File: config.mk
export PLATFORM = sky130hd
export DESIGN_NAME = vadd_i8v4_arbiter
export DESIGN_NICKNAME = d
export VERILOG_FILES = /design/src/rtl/vadd_i8v4_arbiter_pkg.sv /design/src/rtl/vadd_i8v4_arbiter_rr_arbiter.sv /design/src/rtl/vadd_i8v4_arbiter.sv
export SDC_FILE = /design/constraint.sdc
export NUM_CORES = 1
export LEC_CHECK = 0
export CAP_MARGIN = 0
export CORE_ASPECT_RATIO = 1.2
export CORE_MARGIN = 2
export CORE_UTILIZATION = 40
export CTS_CLUSTER_DIAMETER = 200
export DETAILED_ROUTE_END_ITERATION = 16
export PLACE_DENSITY = 0.88
export SETUP_SLACK_MARGIN = 0.5
export SYNTH_ARGS = -nofsm -noshare
export SYNTH_HDL_FRONTEND = slang
export SYNTH_SLANG_ARGS = --single-unit
File: constraint.sdc
create_clock -name clock -period 3.2 [get_ports clock]
set_input_delay 0.96 -clock clock [delete_from_list [all_inputs] [get_ports clock]]
set_output_delay 0.96 -clock clock [all_outputs]
set_load 0.02 [all_outputs]
File: src/rtl/vadd_i8v4_arbiter_pkg.sv
// Shared definitions for the i8v4 adder scheduler.
//   LANES/LANE_W/VEC_W : vector geometry (4 lanes of 8 bits)
//   IDX_W              : requester index width (covers up to 4 requesters)
//   tag_t              : in-flight tag, a valid bit plus the originating requester
package vadd_i8v4_arbiter_pkg;

   localparam int LANES  = 4;
   localparam int LANE_W = 8;
   localparam int VEC_W  = LANES * LANE_W;
   localparam int IDX_W  = 2;

   typedef struct packed {
      logic             vld;
      logic [IDX_W-1:0] idx;
   } tag_t;

endpackage

File: src/rtl/vadd_i8v4_arbiter_rr_arbiter.sv
// Pointer-based round-robin arbiter.
//   clock, reset : clock, synchronous active-high reset
//   req_valid    : NREQ request lines
//   grant        : one-hot grant, first valid requester at or after the pointer
//   grant_idx    : binary index of the granted requester (meaningful when |grant)
// Every grant is a transfer (only valid requesters are granted), so the pointer
// advances past the winner whenever any grant is issued.
module vadd_i8v4_arbiter_rr_arbiter #(
   parameter int NREQ = 2
) (
   input  logic                   clock,
   input  logic                   reset,
   input  logic [NREQ-1:0]        req_valid,
   output logic [NREQ-1:0]        grant,
   output logic [$clog2(NREQ)-1:0] grant_idx
);

   localparam int PTR_W = $clog2(NREQ);
   localparam int SUM_W = PTR_W + 1;

   logic [PTR_W-1:0] ptr;
   logic [SUM_W-1:0] cand_sum;
   logic [PTR_W-1:0] cand;
   logic             found;

   always_comb begin
      grant     = '0;
      grant_idx = '0;
      found     = 1'b0;
      cand_sum  = '0;
      cand      = '0;
      for (int k = 0; k < NREQ; k++) begin
         // Modulo-NREQ walk starting at the pointer; NREQ need not be a power of two.
         cand_sum = {1'b0, ptr} + SUM_W'(k);
         if (cand_sum >= SUM_W'(NREQ)) begin
            cand_sum = cand_sum - SUM_W'(NREQ);
         end
         cand = cand_sum[PTR_W-1:0];
         if (!found && req_valid[cand]) begin
            found       = 1'b1;
            grant[cand] = 1'b1;
            grant_idx   = cand;
         end
      end
      // No transfers are accepted while reset is held.
      if (reset) begin
         grant = '0;
      end
   end

   always_ff @(posedge clock) begin
      if (reset) begin
         ptr <= '0;
      end else if (|grant) begin
         ptr <= (grant_idx == PTR_W'(NREQ - 1)) ? '0 : grant_idx + PTR_W'(1);
      end
   end

endmodule

File: src/rtl/vadd_i8v4_arbiter.sv
// Round-robin scheduler sharing one i8v4 lane-wise adder among NREQ requesters.
//   clock, reset : clock, synchronous active-high reset
//   req_valid    : requester i has an operand pair
//   req_ready    : one-hot grant; transfer on req_valid[i] & req_ready[i]
//   req_a, req_b : requester operands, requester i at [32i+31:32i]
//   add_a, add_b : registered operands to the adder (hold last issue when idle)
//   add_y        : adder result, LAT cycles after add_a/add_b
//   rsp_valid    : one-hot single-cycle pulse naming the result's requester
//   rsp_y        : result lanes, valid with rsp_valid
//   busy         : any tag in flight
// Total request-to-response latency is 1+LAT cycles with one issue per cycle.
// Responses have no backpressure.
module vadd_i8v4_arbiter
   import vadd_i8v4_arbiter_pkg::*;
#(
   parameter int NREQ = 2,
   parameter int LAT  = 2
) (
   input  logic                  clock,
   input  logic                  reset,
   input  logic [NREQ-1:0]       req_valid,
   output logic [NREQ-1:0]       req_ready,
   input  logic [NREQ*VEC_W-1:0] req_a,
   input  logic [NREQ*VEC_W-1:0] req_b,
   output logic [VEC_W-1:0]      add_a,
   output logic [VEC_W-1:0]      add_b,
   input  logic [VEC_W-1:0]      add_y,
   output logic [NREQ-1:0]       rsp_valid,
   output logic [VEC_W-1:0]      rsp_y,
   output logic                  busy
);

   localparam int PTR_W = $clog2(NREQ);

   logic [NREQ-1:0]  grant;
   logic [PTR_W-1:0] grant_idx;
   logic [VEC_W-1:0] sel_a;
   logic [VEC_W-1:0] sel_b;
   logic [VEC_W-1:0] add_a_p0;
   logic [VEC_W-1:0] add_b_p0;
   tag_t             tag_p [LAT+1];

   vadd_i8v4_arbiter_rr_arbiter #(
      .NREQ (NREQ)
   ) u_rr (
      .clock     (clock),
      .reset     (reset),
      .req_valid (req_valid),
      .grant     (grant),
      .grant_idx (grant_idx)
   );

   assign req_ready = grant;

   // One-hot operand select: OR of the granted slice.
   always_comb begin
      sel_a = '0;
      sel_b = '0;
      for (int i = 0; i < NREQ; i++) begin
         if (grant[i]) begin
            sel_a = sel_a | req_a[i*VEC_W +: VEC_W];
            sel_b = sel_b | req_b[i*VEC_W +: VEC_W];
         end
      end
   end

   // ---- issue stage (p0): operands to adder, tag enters delay line ----
   always_ff @(posedge clock) begin
      if (reset) begin
         add_a_p0 <= '0;
         add_b_p0 <= '0;
      end else if (|grant) begin
         add_a_p0 <= sel_a;
         add_b_p0 <= sel_b;
      end
   end

   assign add_a = add_a_p0;
   assign add_b = add_b_p0;

   // ---- tag delay line: stage k holds the tag issued k+1 cycles ago ----
   always_ff @(posedge clock) begin
      if (reset) begin
         for (int k = 0; k <= LAT; k++) begin
            tag_p[k] <= '0;
         end
      end else begin
         tag_p[0].vld <= |grant;
         tag_p[0].idx <= IDX_W'(grant_idx);
         for (int k = 1; k <= LAT; k++) begin
            tag_p[k] <= tag_p[k-1];
         end
      end
   end

   // ---- response: last tag stage lines up with add_y ----
   always_comb begin
      rsp_valid = '0;
      if (!reset && tag_p[LAT].vld) begin
         for (int i = 0; i < NREQ; i++) begin
            if (tag_p[LAT].idx == IDX_W'(i)) begin
               rsp_valid[i] = 1'b1;
            end
         end
      end
   end

   assign rsp_y = add_y;

   always_comb begin
      busy = 1'b0;
      for (int k = 0; k <= LAT; k++) begin
         busy = busy | tag_p[k].vld;
      end
   end

endmodule

==> impl_metrics.ini <==
[worst_hold_path]
whs_path_depth = 1
hp-class = flop to flop
worst_hold_path.endpoint = tag_p[0][6]
min_from = tag_p[0][3]

[worst_setup_path]
criticalPathCategory = input port to primary output
cp_max_fo = 8
r2r-end = add_a[16]
ff2ff_path_depth = 4
startpoint_type = input port
end_kind = primary output
ff2ff_setup_slack_ns = 1.73
r2r-start = u_rr.ptr
cp.required_ns = 2.24
cp_data_arrival_time_ns = 1.68

[clock_tree]
cts_tree = yes
clk_pin_slew_ns = 0.06
cts_max_level = 3
cts_made_buffers = 9
clock-sinks = 71
ctsLongestPathBuffers = 2
postCtsSetupBuffers = 0
post_cts_resized = 4
clock_latency_ns = 0.32
hold_buffers = 0
clock-root-buffer = clkbuf_16

[drt]
drt_pass1_iterations = 5
initialDrtViolationCount = 193
ant_nets = 0
vias_per_cell = 5.53
drcViolationCount = 0
detail_route.wirelength_um = 13300
wl_per_cell_um = 17.5
vias = 4190

[placed_design]
dp_hpwl_um = 9260
port_buffers = 200
dpl.cell_count = 742
gp_congestion = 0.732
dpl-instance-area_um2 = 5690

[synth]
synth_top_cells_by_count = dfxtp_1, a21oi_1, a31oi_1, inv_1, o221a_1
synthCells = 492
ys_warn_count = 0
avgSynthCellArea_um2 = 8.29
async_flop_share = 0
synth_fp_nets = 656
synth_most_common_cell = dfxtp_1
synth_area_um2 = 4080
synth.area.top_cells = dfxtp_1, o221a_1, a31oi_1
synth_edf_count = 0
yosysTopAreaCell = dfxtp_1
ys_seq_area_frac = 0.348
synth_top_cell_area_share = 0.348
ys_types = 19
ys_ff_latch = 71
synthFlopType = dfxtp_1

[global_route]
antenna_found_initial = 0
grt_max_degree = 99
grt.overflow.total = 0
grt_pass1_vias = 4206
grt_usage = 0.233
grt_pass1_wl_um = 20100

[sta]
post-route-min-period_ns = 2.64
grt_setup_unrepaired = false
setup_viol = 0
timing.fmax_ghz = 0.378
worst_slew_pin_slew_ns = 0.968
finalCritPeriodShare = 0.826
finalHoldViolCount = 0
drv_slew = 0
finalSetupTns_ns = 0
skew_ns = 0.00277
relSlewSlack = 0.355

[power_and_ir_drop]
p_per_area_nw_per_um2 = 446
p_total_mw = 2.66
irDropWorstVdd_v = 0.000248
p_leak_nw = 2.44

[final_layout]
finalInstanceArea_um2 = 5960
fillers = 839
stdcell_count = 758
nets = 791
drive_gt1_frac = 0.0649
final_core_util = 0.598
diodes = 0
areaGrowthSynthToFinish_pct = 46.1

[die]
fp.dieW_um = 96.2
die_h_um = 115
start_util = 0.410
boundaryPins = 265
dieArea_um2 = 11000
core-area_um2 = 9960
row_count = 40

[run_status]
status = complete, no violations

[run]
max_cap_viol_count = 0
worst max-delay path by stage:
| stage | startpoint | to | slack [ns] | depth (start not counted) |
|---|---|---|---|---|
| finish | reset | rsp_valid[1] | 0.56 | 3 |
| global route | reset | rsp_valid[1] | 0.54 | 3 |
| CTS | req_valid[0] | req_ready[1] | 0.45 | 4 |
| detailed placement | req_valid[0] | req_ready[1] | 0.17 | 4 |
| global placement | req_valid[0] | req_ready[1] | 0.20 | 4 |
| floorplan | req_valid[0] | req_ready[1] | 0.52 | 4 |
registers in the layout, indices dropped and copies added (netlist names):
signal,cells
add_a,32
add_b,32
tag_p,6
u_rr.ptr,1
routing by layer:
layer,share of wire,up-vias,GRT usage,wire [um]
li1,-,2003,-,-
met1,0.36,1939,0.248,4820
met2,0.51,204,0.407,6750
met3,0.090,44,0.0573,1200
met4,0.038,0,0.137,505
met5,0,-,0,0
stage by stage:
stage / hold WS, ns / setup WS (ns)
floorplan: 0.414 / 0.521
global route: 0.465 / 0.537
CTS: 0.458 / 0.448
finish: 0.448 / 0.556
detailed placement: 0.441 / 0.170
global placement: 0.421 / 0.204
critical path: stages:
cell	delay, ns
buf_2	0.20
and3b_1	0.20
dlygate4sd2_1	0.31
power breakdown:
group	leakage (nW)	total [mW]	internal [mW]	switching [mW]
registers	0.592	1.00	0.960	0.0424
logic	1.71	0.721	0.378	0.343
clock network	0.136	0.933	0.565	0.368
total	2.44	2.66	1.90	0.754
cells in the final DEF, fill, tap and decap left out, drive strengths merged, types with 5 or more instances in the layout:
cell / count
nor2: 68
buf: 11
o221a: 64
a21oi: 64
dfxtp: 71
clkbuf: 14
inv: 64
clkdlybuf4s50: 193
a31oi: 64
nor2b: 5
cells by family after synthesis:
kind of cell           Yosys count  synth area share
AND/OR/NAND/NOR                 80            0.0880
AO/OA/AOI/OAI                  193             0.354
buffers and inverters          148             0.209
flip-flops                      71             0.348
area by class of cell:
class / count / area (um^2) / share of cell area
sequential: 71 / 1420 / 0.239
clock inverter: 3 / 17.5 / 0.00294
inverter: 64 / 240 / 0.0403
multi-input combinational: 273 / 1820 / 0.305
tap: 126 / 158 / 0.0264
timing repair buffer: 208 / 2040 / 0.343
clock buffer: 13 / 260 / 0.0437
No activity file was read; power rests on OpenSTA's default activity.
